File: config.mk
export PLATFORM = sky130hd
export DESIGN_NAME = railway_uart_cmd_rx
export DESIGN_NICKNAME = d
export VERILOG_FILES = /design/src/rtl/railway_uart_cmd_rx_pkg.sv /design/src/rtl/uart_rx_byte.sv /design/src/rtl/railway_uart_cmd_rx.sv
export SDC_FILE = /design/constraint.sdc
export NUM_CORES = 1
export LEC_CHECK = 0
export ABC_AREA = 1
export CORE_MARGIN = 3
export CORE_UTILIZATION = 60
export CTS_BUF_LIST = sky130_fd_sc_hd__clkbuf_8
export DETAILED_ROUTE_END_ITERATION = 10
export GPL_ROUTABILITY_DRIVEN = 0
export PLACE_DENSITY = 0.9
export SLEW_MARGIN = 5
export SYNTH_ARGS = -nofsm -noshare
export SYNTH_HDL_FRONTEND = slang
export SYNTH_HIERARCHICAL = 1
export SYNTH_SLANG_ARGS = --single-unit
File: constraint.sdc
create_clock -name clk -period 3.1 [get_ports clk]
set_input_delay 0.62 -clock clk [delete_from_list [all_inputs] [get_ports clk]]
set_output_delay 0.62 -clock clk [all_outputs]
set_load 0.01 [all_outputs]
File: src/rtl/railway_uart_cmd_rx_pkg.sv
// Shared constants for the control-centre command link: packet codes and FSM state encodings.
package railway_uart_cmd_rx_pkg;

    localparam logic [7:0] SYNC_BYTE    = 8'hA5;
    localparam logic [7:0] CMD_WEATHER  = 8'h01;
    localparam logic [7:0] CMD_EMERG    = 8'h02;
    localparam logic [7:0] CMD_OVERRIDE = 8'h03;

    localparam logic [2:0] RX_IDLE  = 3'd0;
    localparam logic [2:0] RX_START = 3'd1;
    localparam logic [2:0] RX_DATA  = 3'd2;
    localparam logic [2:0] RX_STOP  = 3'd3;
    localparam logic [2:0] RX_BREAK = 3'd4;

    localparam logic [1:0] PS_WAIT_SYNC = 2'd0;
    localparam logic [1:0] PS_GET_CMD   = 2'd1;
    localparam logic [1:0] PS_GET_DATA  = 2'd2;
    localparam logic [1:0] PS_GET_CHK   = 2'd3;

    function automatic logic cmd_known(input logic [7:0] cmd);
        return (cmd == CMD_WEATHER) || (cmd == CMD_EMERG) || (cmd == CMD_OVERRIDE);
    endfunction

endpackage

File: src/rtl/uart_rx_byte.sv
// 8N1 UART byte receiver: 2-FF synchronizer, 16x oversampling tick divider and byte FSM.
module uart_rx_byte
    import railway_uart_cmd_rx_pkg::*;
#(
    parameter int DIV = 27
) (
    input  logic       clk,
    input  logic       rst_n,
    input  logic       rx,
    output logic [7:0] rx_data,
    output logic       byte_valid,
    output logic       frame_err
);

    localparam int DIV_W = (DIV > 1) ? $clog2(DIV) : 1;

    logic             rx_meta;
    logic             rx_sync;
    logic             rx_prev;
    logic [DIV_W-1:0] div_cnt;
    logic             tick;
    logic [3:0]       tick_cnt;
    logic [2:0]       bit_cnt;
    logic [2:0]       state;
    logic [7:0]       shreg;
    logic             sample;

    always_ff @(posedge clk or negedge rst_n) begin
        if (!rst_n) begin
            rx_meta <= 1'b1;
            rx_sync <= 1'b1;
            rx_prev <= 1'b1;
        end else begin
            rx_meta <= rx;
            rx_sync <= rx_meta;
            rx_prev <= rx_sync;
        end
    end

    assign tick   = (div_cnt == DIV_W'(DIV - 1));
    assign sample = tick && (tick_cnt == 4'd15);

    always_ff @(posedge clk or negedge rst_n) begin
        if (!rst_n) begin
            state      <= RX_IDLE;
            div_cnt    <= '0;
            tick_cnt   <= '0;
            bit_cnt    <= '0;
            byte_valid <= 1'b0;
            frame_err  <= 1'b0;
        end else begin
            byte_valid <= 1'b0;
            frame_err  <= 1'b0;
            div_cnt    <= tick ? '0 : div_cnt + 1'b1;
            if (tick)
                tick_cnt <= tick_cnt + 4'd1;
            case (state)
                RX_IDLE: begin
                    // Restart the divider so tick 8 lands mid start bit
                    if (rx_prev && !rx_sync) begin
                        state    <= RX_START;
                        tick_cnt <= '0;
                        div_cnt  <= '0;
                    end
                end
                RX_START: begin
                    if (tick && tick_cnt == 4'd7) begin
                        tick_cnt <= '0;
                        bit_cnt  <= '0;
                        state    <= rx_sync ? RX_IDLE : RX_DATA;
                    end
                end
                RX_DATA: begin
                    if (sample) begin
                        bit_cnt <= bit_cnt + 3'd1;
                        if (bit_cnt == 3'd7)
                            state <= RX_STOP;
                    end
                end
                RX_STOP: begin
                    if (sample) begin
                        if (rx_sync) begin
                            byte_valid <= 1'b1;
                            state      <= RX_IDLE;
                        end else begin
                            frame_err <= 1'b1;
                            state     <= RX_BREAK;
                        end
                    end
                end
                RX_BREAK: begin
                    if (rx_sync)
                        state <= RX_IDLE;
                end
                default: state <= RX_IDLE;
            endcase
        end
    end

    always_ff @(posedge clk) begin
        if (state == RX_DATA && sample)
            shreg <= {rx_sync, shreg[7:1]};
        if (state == RX_STOP && sample)
            rx_data <= shreg;
    end

endmodule

File: src/rtl/railway_uart_cmd_rx.sv
// Control-centre command receiver: packet parser, latched command registers and fail-safe link watchdog.
module railway_uart_cmd_rx
    import railway_uart_cmd_rx_pkg::*;
#(
    parameter int CLK_HZ       = 50_000_000,
    parameter int BAUD         = 115200,
    parameter int N_CROSSINGS  = 4,
    parameter int BYTE_TMO_CYC = 50_000,
    parameter int LINK_TMO_CYC = 50_000_000
) (
    input  logic                   clk,
    input  logic                   rst_n,
    input  logic                   uart_rx,
    output logic                   cmd_valid,
    output logic                   cmd_emergency,
    output logic [1:0]             cmd_weather_mode,
    output logic [N_CROSSINGS-1:0] cmd_override_en,
    output logic [N_CROSSINGS-1:0] cmd_override_val,
    output logic                   link_alive,
    output logic                   frame_err,
    output logic                   pkt_err
);

    localparam int DIV_RAW = CLK_HZ / (BAUD * 16);
    localparam int DIV     = (DIV_RAW < 1) ? 1 : DIV_RAW;
    localparam int BT_W    = $clog2(BYTE_TMO_CYC + 1);
    localparam int LK_W    = $clog2(LINK_TMO_CYC + 1);

    logic [7:0]      rx_byte;
    logic            byte_valid;
    logic [1:0]      pstate;
    logic [7:0]      cmd_byte;
    logic [7:0]      data_byte;
    logic [BT_W-1:0] byte_tmo;
    logic [LK_W-1:0] link_cnt;
    logic            chk_ok;
    logic            apply;
    logic            byte_timeout;
    logic            link_drop;

    uart_rx_byte #(.DIV(DIV)) u_rx_byte (
        .clk        (clk),
        .rst_n      (rst_n),
        .rx         (uart_rx),
        .rx_data    (rx_byte),
        .byte_valid (byte_valid),
        .frame_err  (frame_err)
    );

    assign chk_ok       = (rx_byte == (cmd_byte ^ data_byte)) && cmd_known(cmd_byte);
    assign apply        = byte_valid && (pstate == PS_GET_CHK) && chk_ok;
    assign byte_timeout = (pstate != PS_WAIT_SYNC) && !byte_valid
                          && (byte_tmo == BT_W'(BYTE_TMO_CYC - 1));
    // A good packet in the expiry cycle keeps the link up
    assign link_drop    = link_alive && !apply && (link_cnt == LK_W'(LINK_TMO_CYC - 1));

    always_ff @(posedge clk or negedge rst_n) begin
        if (!rst_n) begin
            pstate   <= PS_WAIT_SYNC;
            byte_tmo <= '0;
            pkt_err  <= 1'b0;
        end else begin
            pkt_err  <= 1'b0;
            byte_tmo <= (pstate == PS_WAIT_SYNC || byte_valid) ? '0 : byte_tmo + 1'b1;
            if (frame_err) begin
                pstate <= PS_WAIT_SYNC;
            end else if (byte_timeout) begin
                pkt_err <= 1'b1;
                pstate  <= PS_WAIT_SYNC;
            end else if (byte_valid) begin
                case (pstate)
                    PS_WAIT_SYNC: if (rx_byte == SYNC_BYTE) pstate <= PS_GET_CMD;
                    PS_GET_CMD:   pstate <= PS_GET_DATA;
                    PS_GET_DATA:  pstate <= PS_GET_CHK;
                    default: begin
                        pstate  <= PS_WAIT_SYNC;
                        pkt_err <= !chk_ok;
                    end
                endcase
            end
        end
    end

    always_ff @(posedge clk) begin
        if (byte_valid && pstate == PS_GET_CMD)
            cmd_byte <= rx_byte;
        if (byte_valid && pstate == PS_GET_DATA)
            data_byte <= rx_byte;
    end

    always_ff @(posedge clk or negedge rst_n) begin
        if (!rst_n) begin
            cmd_valid        <= 1'b0;
            cmd_emergency    <= 1'b0;
            cmd_weather_mode <= '0;
            cmd_override_en  <= '0;
            cmd_override_val <= '0;
        end else begin
            cmd_valid <= apply;
            if (link_drop)
                cmd_override_en <= '0;
            if (apply) begin
                case (cmd_byte)
                    CMD_WEATHER: cmd_weather_mode <= data_byte[1:0];
                    CMD_EMERG:   cmd_emergency    <= data_byte[0];
                    CMD_OVERRIDE: begin
                        cmd_override_en  <= data_byte[7:4];
                        cmd_override_val <= data_byte[3:0];
                    end
                    default: ;
                endcase
            end
        end
    end

    always_ff @(posedge clk or negedge rst_n) begin
        if (!rst_n) begin
            link_cnt   <= '0;
            link_alive <= 1'b0;
        end else if (apply) begin
            link_cnt   <= '0;
            link_alive <= 1'b1;
        end else begin
            if (link_cnt != LK_W'(LINK_TMO_CYC))
                link_cnt <= link_cnt + 1'b1;
            if (link_drop)
                link_alive <= 1'b0;
        end
    end

endmodule

## Word-level counts from Yosys, hierarchy flattened

Cells that the tools add are included.

| word-level totals | value |
|---|---|
| register bits | 110 |
| latch bits | 0 |
| RAM bits | 0 |
| ROM bits | 0 |
| input bits | 3 |
| output and inout port bits | 15 |
| memories kept | 0 |

| operators by class | value |
|---|---|
| add/subtract/negate cells | 5 |
| multipliers | 0 |
| div/mod/pow operators | 0 |
| magnitude comparators | 0 |
| equality and inequality tests | 26 |
| shifts and indexed selects | 0 |
| mux-type cells | 42 |
| bitwise gates (word level) | 1 |
| reduce and logical (&&, ||, !) cells | 35 |

Operators with widths:

| kind | number |
|---|---|
| two-way mux 26 bit | 2 |
| two-way mux 3 bit | 9 |
| adder 26 x 1 -> 26 bit (second input constant) | 1 |
| == test 26 bit (second input constant) | 1 |
| != test 26 bit (second input constant) | 1 |
| two-way mux 4 bit | 6 |
| adder 16 x 1 -> 16 bit (second input constant) | 1 |
| == test 16 bit (second input constant) | 1 |
| == test 8 x 2 -> 1 bit (second input constant) | 2 |
| two-way mux 16 bit | 1 |
| two-way mux 5 bit | 3 |
| case mux 3 bit (5 select lines) | 1 |
| logical AND 1 bit | 14 |
| two-way mux 1 bit | 12 |
| != test 2 x 1 -> 1 bit (second input constant) | 6 |
| two-way mux 2 bit | 5 |
| == test 8 x 1 -> 1 bit (second input constant) | 1 |
| == test 8 bit | 1 |
| == test 8 bit (second input constant) | 1 |
| case mux 4 bit (2 select lines) | 1 |
| AND reduction 2 bit | 4 |
| nonzero test 2 bit | 4 |
| XOR 8 bit | 1 |
| == test 3 x 2 -> 1 bit (second input constant) | 2 |
| other kinds (21) | 28 |

## Logic depth before layout (Yosys ltp)

Gate-level depths: netlist of the first run.

| depth | value |
|---|---|
| depth in word-level cells | 11 |
| mapped depth | 13 |
| gate-level depth less buffers | 13 |

## Modules after synthesis

The synthesis of the first run kept the hierarchy.

By module, submodules not included:

| module | times used | cells each | area an instance (um^2) | seq. area each (um^2) |
|---|---|---|---|---|
| railway_uart_cmd_rx | 1 | 483 | 3983.8 | 1931.9 |
| uart_rx_byte | 1 | 128 | 1526.5 | 984.7 |

## Worst setup path after synthesis of the first run

Ideal clock, no wire load.

| path | value |
|---|---|
| path kind | register to register |
| start | register u_rx_byte.div_cnt[0] |
| end | register u_rx_byte.rx_data[0], enable pin |
| setup time | 0.370 ns |
| arrival | 1.318 ns |
| setup slack | 1.412 ns |
| cell stages (with the launch flop) | 7 |
| path buffers | 0 |
| period minus slack after synthesis | 1.688 ns |
| cell sequence | dfrtp_1 > inv_1 > ha_1 > nand2_2 > nor2_8 > nand2_2 > nor2_1 |

| between the ends | value |
|---|---|
| longest elaborated chain between the ends | 3 |

Ends and longest elaborated chain:

| what | line | RTL |
|---|---|---|
| from (decl) | uart_rx_byte.sv:20 | `logic [DIV_W-1:0] div_cnt;` |
| from (signal assigned) | uart_rx_byte.sv:54 | `div_cnt <= tick ? '0 : div_cnt + 1'b1;` |
| == test 5 bit | uart_rx_byte.sv:40 | `assign tick = (div_cnt == DIV_W'(DIV - 1));` |
| logical AND 1 bit | uart_rx_byte.sv:41 | `assign sample = tick && (tick_cnt == 4'd15);` |
| logical AND 1 bit | uart_rx_byte.sv:103 | `if (state == RX_STOP && sample)` |
| to (signal assigned) | uart_rx_byte.sv:104 | `rx_data <= shreg;` |
| to (decl) | uart_rx_byte.sv:10 | `output logic [7:0] rx_data,` |

Every way passes these cells.
A chain may end at the register's enable or synchronous reset.

## Worst setup path in the final report of the first run

| path | value |
|---|---|
| start | register u_rx_byte.frame_err |
| end | output port frame_err |

RTL lines:

| what | line | RTL |
|---|---|---|
| from (decl) | uart_rx_byte.sv:12 | `output logic frame_err` |
| from (signal assigned) | uart_rx_byte.sv:50 | `frame_err <= 1'b0;` |
| from (signal assigned) | uart_rx_byte.sv:53 | `frame_err <= 1'b0;` |
| from (signal assigned) | uart_rx_byte.sv:86 | `frame_err <= 1'b1;` |
| to (decl) | railway_uart_cmd_rx.sv:20 | `output logic frame_err,` |

No word-level cell between the ends.

==> out/results.ini, run 1 <==
[timing]
max_freq_ghz = 0.507
tightest_slew_ns = 0.957
rsz0062_at_grt = false
clock_skew_ns = 0.0124
period_share = 0.636
period_needed_ns = 1.97
relSlewSlack = 0.362
setup_viol = 0
slew_violations = 0
setup-tns-final_ns = 0
hold_viol_final = 0

[yosys]
yosys_warnings = 6
synthesis.nets = 627
seq_area_frac_synth = 0.529
synth-seq-cells = 110
syn_area_per_cell_um2 = 9.02
synth-main-ff-cell = dfrtp_1
yosysTopAreaCell = dfrtp_1
synthTopCellsByArea = dfrtp_1 (34%), edfxtp_1 (17%), nand2_1 (9.4%), nor2_1 (5.3%), inv_1 (4.8%)
synth_top_area_share = 0.341
syn-cell-area_um2 = 5510
synth_cell_types = 40
syn_inst = 611
async_reset_ff_frac = 0.709
synth_edf_count = 32

[pwr]
leakage_nw = 2.75
total_power_w = 0.00290
peakVddDrop_uv = 460
powerDensity_nw_per_um2 = 482

[placed_design]
dpl_cell_area_um2 = 5790
io_buffers = 17
hpwl_mm = 7.75

[critical_path]
cp_data_arrival_time_ns = 1.35
setup.worst_path.class = reg2out
reg2reg_slack_ns = 1.18
critPathTopFamily = buffers and inverters
cp_slowest_cell = clkdlybuf4s50_1
startpoint_type = flip-flop
crit_fanout = 3
crit_chain = clkdlybuf4s50_1
critPathBufInv = 1
cpPeakStageDelay_ns = 0.56
cp_data_required_time_ns = 2.48
cp-end-kind = primary output

[global_route]
grt_pass1_vias = 4130
overflow = 0
grt_max_degree = 79
antenna_found_initial = 0
grt_pass1_wl_mm = 18.4
grt_usage = 0.222

[die]
io_pins = 18
die_area_um2 = 10400
initial_core_util = 0.626
die_y_um = 102
die_w_um = 102
core_um2 = 8810
row_count = 34

[drt]
firstDrtPassIters = 4
drcViolationCount = 0
via_per_inst = 5.47
vias = 4099
drt-total-wl_mm = 10.4
ant_nets = 0
drtIter0Drc = 203
routedWlPerCell_um = 13.9

[clock_network]
cts_root_buffer = clkbuf_8
htree_levels = 3
clock_sinks = 110
clk_pin_slew_worst_paths_ns = 0.11
cts_resized = 0
cts_tree = done
postCtsHoldBufs = 0
cts_buffers = 9
clockBufferDepth = 2
insertion_delay_ns = 0.38
postCtsSetupRepairBufs = 0

[min_path]
min_path_type = in2async

[run]
maxCapViolations = 0

[cells_and_area]
final_layout_size_suffix_gt1_frac = 0.128
final_nets = 652
postLayoutCellArea_um2 = 6020
syn_to_final_growth_pct = 9.33
antenna_cells = 0

[outcome]
status = completed

[cell type report]
cell class,instances,area (um2)
Multi-Input combinational cell,416,2260
Clock inverter,7,114
Timing Repair Buffer,17,168
Fill cell,636,2780
Inverter,82,309
Tap cell,108,135
Clock buffer,9,124
Sequential cell,110,2920
[placed cells by master (no fill, tap or decap), drive strengths merged]
cell / n
nand4: 20
nand3: 37
dfrtp: 75
clkbuf: 9
nor2: 98
bufinv: 2
clkinv: 3
clkdlybuf4s50: 16
ha: 13
or2: 2
nor4: 8
nand2: 149
dfstp: 3
edfxtp: 32
xnor2: 7
a31oi: 2
nor3b: 4
nor3: 19
o21ai: 19
inv: 84
buf: 1
nand3b: 3
a211oi: 1
xor2: 17
a21oi: 17
[synthesized netlist by cell type (3+ instances only)]
cell	number
edfxtp_1	32
inv_2	9
nor2_2	14
ha_1	13
xnor2_1	6
inv_1	71
nand3_1	34
nor3_2	4
nand2_2	10
nor2_4	5
dfrtp_1	75
o21ai_2	6
nand4_1	18
nor4_1	7
xor2_1	17
nand3b_1	3
nor3_1	15
a21oi_1	17
nand2_1	138
o21ai_0	13
nor2_1	78
dfstp_2	3
[registers in the layout (all words and copies together) (netlist names), 5 cells and up]
name,count
cmd_byte,8
byte_tmo,16
u_rx_byte/div_cnt,5
link_cnt,26
data_byte,8
u_rx_byte/rx_data,8
u_rx_byte/shreg,8
[worst register-to-register path, stage by stage (launching register included)]
cell and delay, ns:
dfrtp_1 0.41, inv_1 0.10, ha_1 0.25, nor2_1 0.52, inv_1 0.29, a211oi_1 0.27
[final timing paths]
check                               startpoint  cells after the start                 end
hold reg to reg              u_rx_byte/rx_meta                      0   u_rx_byte/rx_sync
hold / removal                           rst_n                      1  cmd_override_en[1]
min in group clk             u_rx_byte/rx_meta                      0   u_rx_byte/rx_sync
setup / recovery           u_rx_byte/frame_err                      1           frame_err
setup reg to reg                     pstate[0]                      5         byte_tmo[9]
max in group asynchronous                rst_n                      1        link_cnt[23]
[metal layers]
metal / track usage / vias to the layer above / share of wire
li1: - / 2020 / -
met1: 0.271 / 1945 / 0.41
met2: 0.389 / 112 / 0.53
met3: 0.0430 / 22 / 0.047
met4: 0.0888 / 0 / 0.021
met5: 0 / - / 0
[through the flow]
step	hold slack, ns	worst slack, ns	std cells	util
6_report	0.348	1.13	749	0.684
5_1_grt	0.373	0.936	749	0.684
4_1_cts	0.370	1.11	749	0.684
3_5_place_dp	0.354	1.18	733	0.657
3_3_place_gp	0.346	1.31	733	0.657
2_1_floorplan	0.324	1.41	611	-
[where the power goes]
group,switching (W),internal [W]
combinational,0.000184,0.000103
clock,0.000530,0.000477
sequential,0.0000659,0.00154
[cells by family (layout without fill, tap and decap cells)]
| group | count (synthesis) | count (layout) | share of synthesized area |
|---|---|---|---|
| AO/OA/AOI/OAI | 39 | 39 | 0.0404 |
| XOR/XNOR | 24 | 24 | 0.0395 |
| AND/OR/NAND/NOR | 340 | 340 | 0.300 |
| flip-flops | 110 | 110 | 0.529 |
| adder cells (fa/ha/maj) | 13 | 13 | 0.0295 |
| buffers and inverters | 85 | 115 | 0.0609 |
No activity file was read; power rests on OpenSTA's default activity.
==> run 2, diff against run 1 <==
--- a/config.mk
+++ b/config.mk
@@ -7,7 +7,7 @@
 export LEC_CHECK = 0
 export ABC_AREA = 1
 export CORE_MARGIN = 3
-export CORE_UTILIZATION = 60
+export CORE_UTILIZATION = 57
 export CTS_BUF_LIST = sky130_fd_sc_hd__clkbuf_8
 export DETAILED_ROUTE_END_ITERATION = 10
 export GPL_ROUTABILITY_DRIVEN = 0
==> constraint.sdc (replaced) <==
create_clock -name clk -period 1.6 [get_ports clk]
set_input_delay 0.32 -clock clk [delete_from_list [all_inputs] [get_ports clk]]
set_output_delay 0.32 -clock clk [all_outputs]
set_load 0.01 [all_outputs]
==> run 2 against run 1 <==
Global-route usage up 4.0 points. Sequential share of layout area decreased by 9.2 points. Non-clock buffer count increased by 97. Sequential power rose by 95%. Critical endpoint is now cmd_emergency. Combinational power grew 130%. The run now ends with setup timing left.
==> out/results.ini, run 2 (synthesis gave the netlist of run 1 again) <==
[drt]
drcViolationCount = 0  ; unchanged
ant_nets = 0  ; unchanged
vias = 5143  ; was 4099
via_per_inst = 5.92  ; was 5.47
drtIter0Drc = 368  ; was 203
routedWlPerCell_um = 18.9  ; was 13.9 um
firstDrtPassIters = 7  ; was 4
drt-total-wl_mm = 16.4  ; was 10.4 mm

[global_route]
overflow = 0  ; unchanged
antenna_found_initial = 0  ; unchanged
grt_pass1_wl_mm = 22.9  ; was 18.4 mm
grt_pass1_vias = 4922  ; was 4130
grt_max_degree = 32  ; was 79
grt_usage = 0.262  ; was 0.222

[pwr]
total_power_w = 0.00564  ; was 0.00290 W
powerDensity_nw_per_um2 = 759  ; was 482 nW/um2
pwr-share-seq = 0.557  ; was 0.554
pwr-share-clk = 0.323  ; was 0.347
peakVddDrop_uv = 826  ; was 460 uV
netSwitchingPower_w = 0.00165  ; was 0.000780 W
leakage_nw = 3.49  ; was 2.75 nW
switching_share = 0.293  ; was 0.269
intPower_w = 0.00399  ; was 0.00212 W
pwr-share-comb = 0.120  ; was 0.099

[critical_path]
cpPeakStageDelay_ns = 0.48  ; was 0.56 ns
critPathLaunch = cmd_byte[7]  ; was u_rx_byte/frame_err
crit_fanout = 5  ; was 3
crit_chain = inv_2 > nand2_2 > nand2_2 > xor2_2 > buf_4 > nand2_4 > nor2_4 > nand3_4 > nor2_4 > nand3_2 > nand2_1  ; was clkdlybuf4s50_1
r2r_end = cmd_emergency  ; was byte_tmo[9]
r2r-start = cmd_byte[7]  ; was pstate[0]
setup.worst_path.class = reg2reg  ; was reg2out
r2r_cells = 11  ; was 5
startpoint_type = flip-flop  ; unchanged
cp-end-kind = flip-flop  ; was primary output
reg2reg_slack_ns = -0.41  ; was 1.18 ns
cp_data_required_time_ns = 1.94  ; was 2.48 ns
cp_slowest_cell = edfxtp_1  ; was clkdlybuf4s50_1
cp_data_arrival_time_ns = 2.35  ; was 1.35 ns

[cells_and_area]
final_layout_size_suffix_gt1_frac = 0.404  ; was 0.128
largest_register = link_cnt  ; unchanged
final_cell_mix = nand2_1 (97), buf_4 (82), dfrtp_1 (75)  ; was nand2_1 (138), nor2_1 (78), dfrtp_1 (75)
reg_top3 = link_cnt x26, byte_tmo x16  ; unchanged
antenna_cells = 0  ; unchanged
final_nets = 751  ; was 652
layout_commonest_cell = nand2_1  ; unchanged
syn_to_final_growth_pct = 35.0  ; was 9.33%
largest_reg_flops = 26  ; unchanged

[timing]
period_needed_ns = 2.01
period_share = 1.26
max_freq_ghz = 0.496
setup_viol = 46  ; was 0
hold_viol_final = 0  ; unchanged
rsz0062_at_grt = true  ; was false
relSlewSlack = 0.721  ; was 0.362
setup_ws_ns = -0.414  ; was 1.13 ns
clock_skew_ns = 0.0271  ; was 0.0124 ns
tightest_slew_ns = 0.414  ; was 0.957 ns
slew_violations = 0  ; unchanged

[clock_network]
clock_sinks = 110  ; unchanged
cts_root_buffer = clkbuf_8  ; unchanged
cts_tree = done  ; unchanged
insertion_delay_ns = 0.41  ; was 0.38 ns
cts_buffers = 9  ; unchanged
htree_levels = 3  ; unchanged
clockBufferDepth = 2  ; unchanged
clk_pin_slew_worst_paths_ns = 0.12  ; was 0.11 ns

[min_path]
min_from = uart_rx
worstHoldPathCells = 1
worst_hold_path.endpoint = u_rx_byte/rx_meta
min_path_type = in2reg  ; was in2async

[outcome]
violations = setup timing
status = complete, but fails checks  ; was completed

[die]
initial_core_util = 0.591  ; was 0.626
die_y_um = 104  ; was 102 um
core_um2 = 9330  ; was 8810 um2
row_count = 35  ; was 34
die_area_um2 = 10900  ; was 10400 um2
die_w_um = 104  ; was 102 um
io_pins = 18  ; unchanged

[run]
maxCapViolations = 0  ; unchanged

[placed_design]
io_buffers = 17  ; unchanged
pre_cts_ws_ns = -0.180  ; was 1.18 ns
hpwl_mm = 8.70  ; was 7.75 mm

-- run 2: changes by cell type in the layout (fill, tap and decap cells not counted), moves of 18 or more --
cell,before,now
buf_4,1,82
nand2_1,138,97
nand2_2,10,44
nor2_1,78,46
nor2_2,14,32
-- run 2: through the flow --
stage	cell area, um2	util	setup TNS, ns	instances	hold WS, ns
floorplan	5510	-	0	611	0.0244
global placement	6340	0.680	-0.946	817	0.262
detailed placement	6340	0.680	-3.27	817	0.259
CTS	6990	0.749	-1.52	856	0.317
global route	7440	0.797	-13.04	869	0.307
finish	7440	0.797	-9.57	869	0.321
-- run 2: worst max-delay path: cells and delay by family, from the launching register on --
family,cells,cell delay (ns)
simple gates,8,1.00
buf+inv,2,0.28
xor+xnor,1,0.19
flops,1,0.48
-- run 2: worst max-delay path by stage --
stage | to | slack, ns
6_report | cmd_emergency | -0.41
5_1_grt | cmd_emergency | -0.44
4_1_cts | cmd_override_en[1] | -0.10
3_5_place_dp | link_cnt[23] | -0.18
3_3_place_gp | cmd_override_en[1] | -0.08
2_1_floorplan | link_cnt[24] | 0.007
-- run 2: power groups by stage --
stage / combinational, W / clock (W) / sequential [W]
2_1_floorplan: 0.000440 / 0 / 0.00315
4_1_cts: 0.000592 / 0.00176 / 0.00312
3_5_place_dp: 0.000586 / 0 / 0.00318
5_1_grt: 0.000754 / 0.00192 / 0.00315
3_3_place_gp: 0.000540 / 0 / 0.00316
6_report: 0.000676 / 0.00182 / 0.00314
-- run 2: metal layers --
metal | GRT usage | wire (um)
met5 | 0 | 0
met4 | 0.140 | 1010
met3 | 0.0577 | 1110
met2 | 0.476 | 8600
met1 | 0.283 | 5720
-- run 2: what timing repair did --
action                     in CTS  in global routing
setup endpoints to repair      62                 70
pin swaps                      28                 42
buffers inserted               19                 16
gates cloned                    3                  0
hold buffers                    1                  0
hold endpoints to repair       24                  0
resized for setup              80                103
-- run 2: layout make-up --
class / instances / area, um2
inverter: 82 / 313
timing repair buffer: 114 / 1000
fill: 486 / 1890
tap: 129 / 161
clock buffer: 9 / 124
clock inverter: 7 / 81.3
multi-input combinational: 418 / 2840
sequential: 110 / 2920
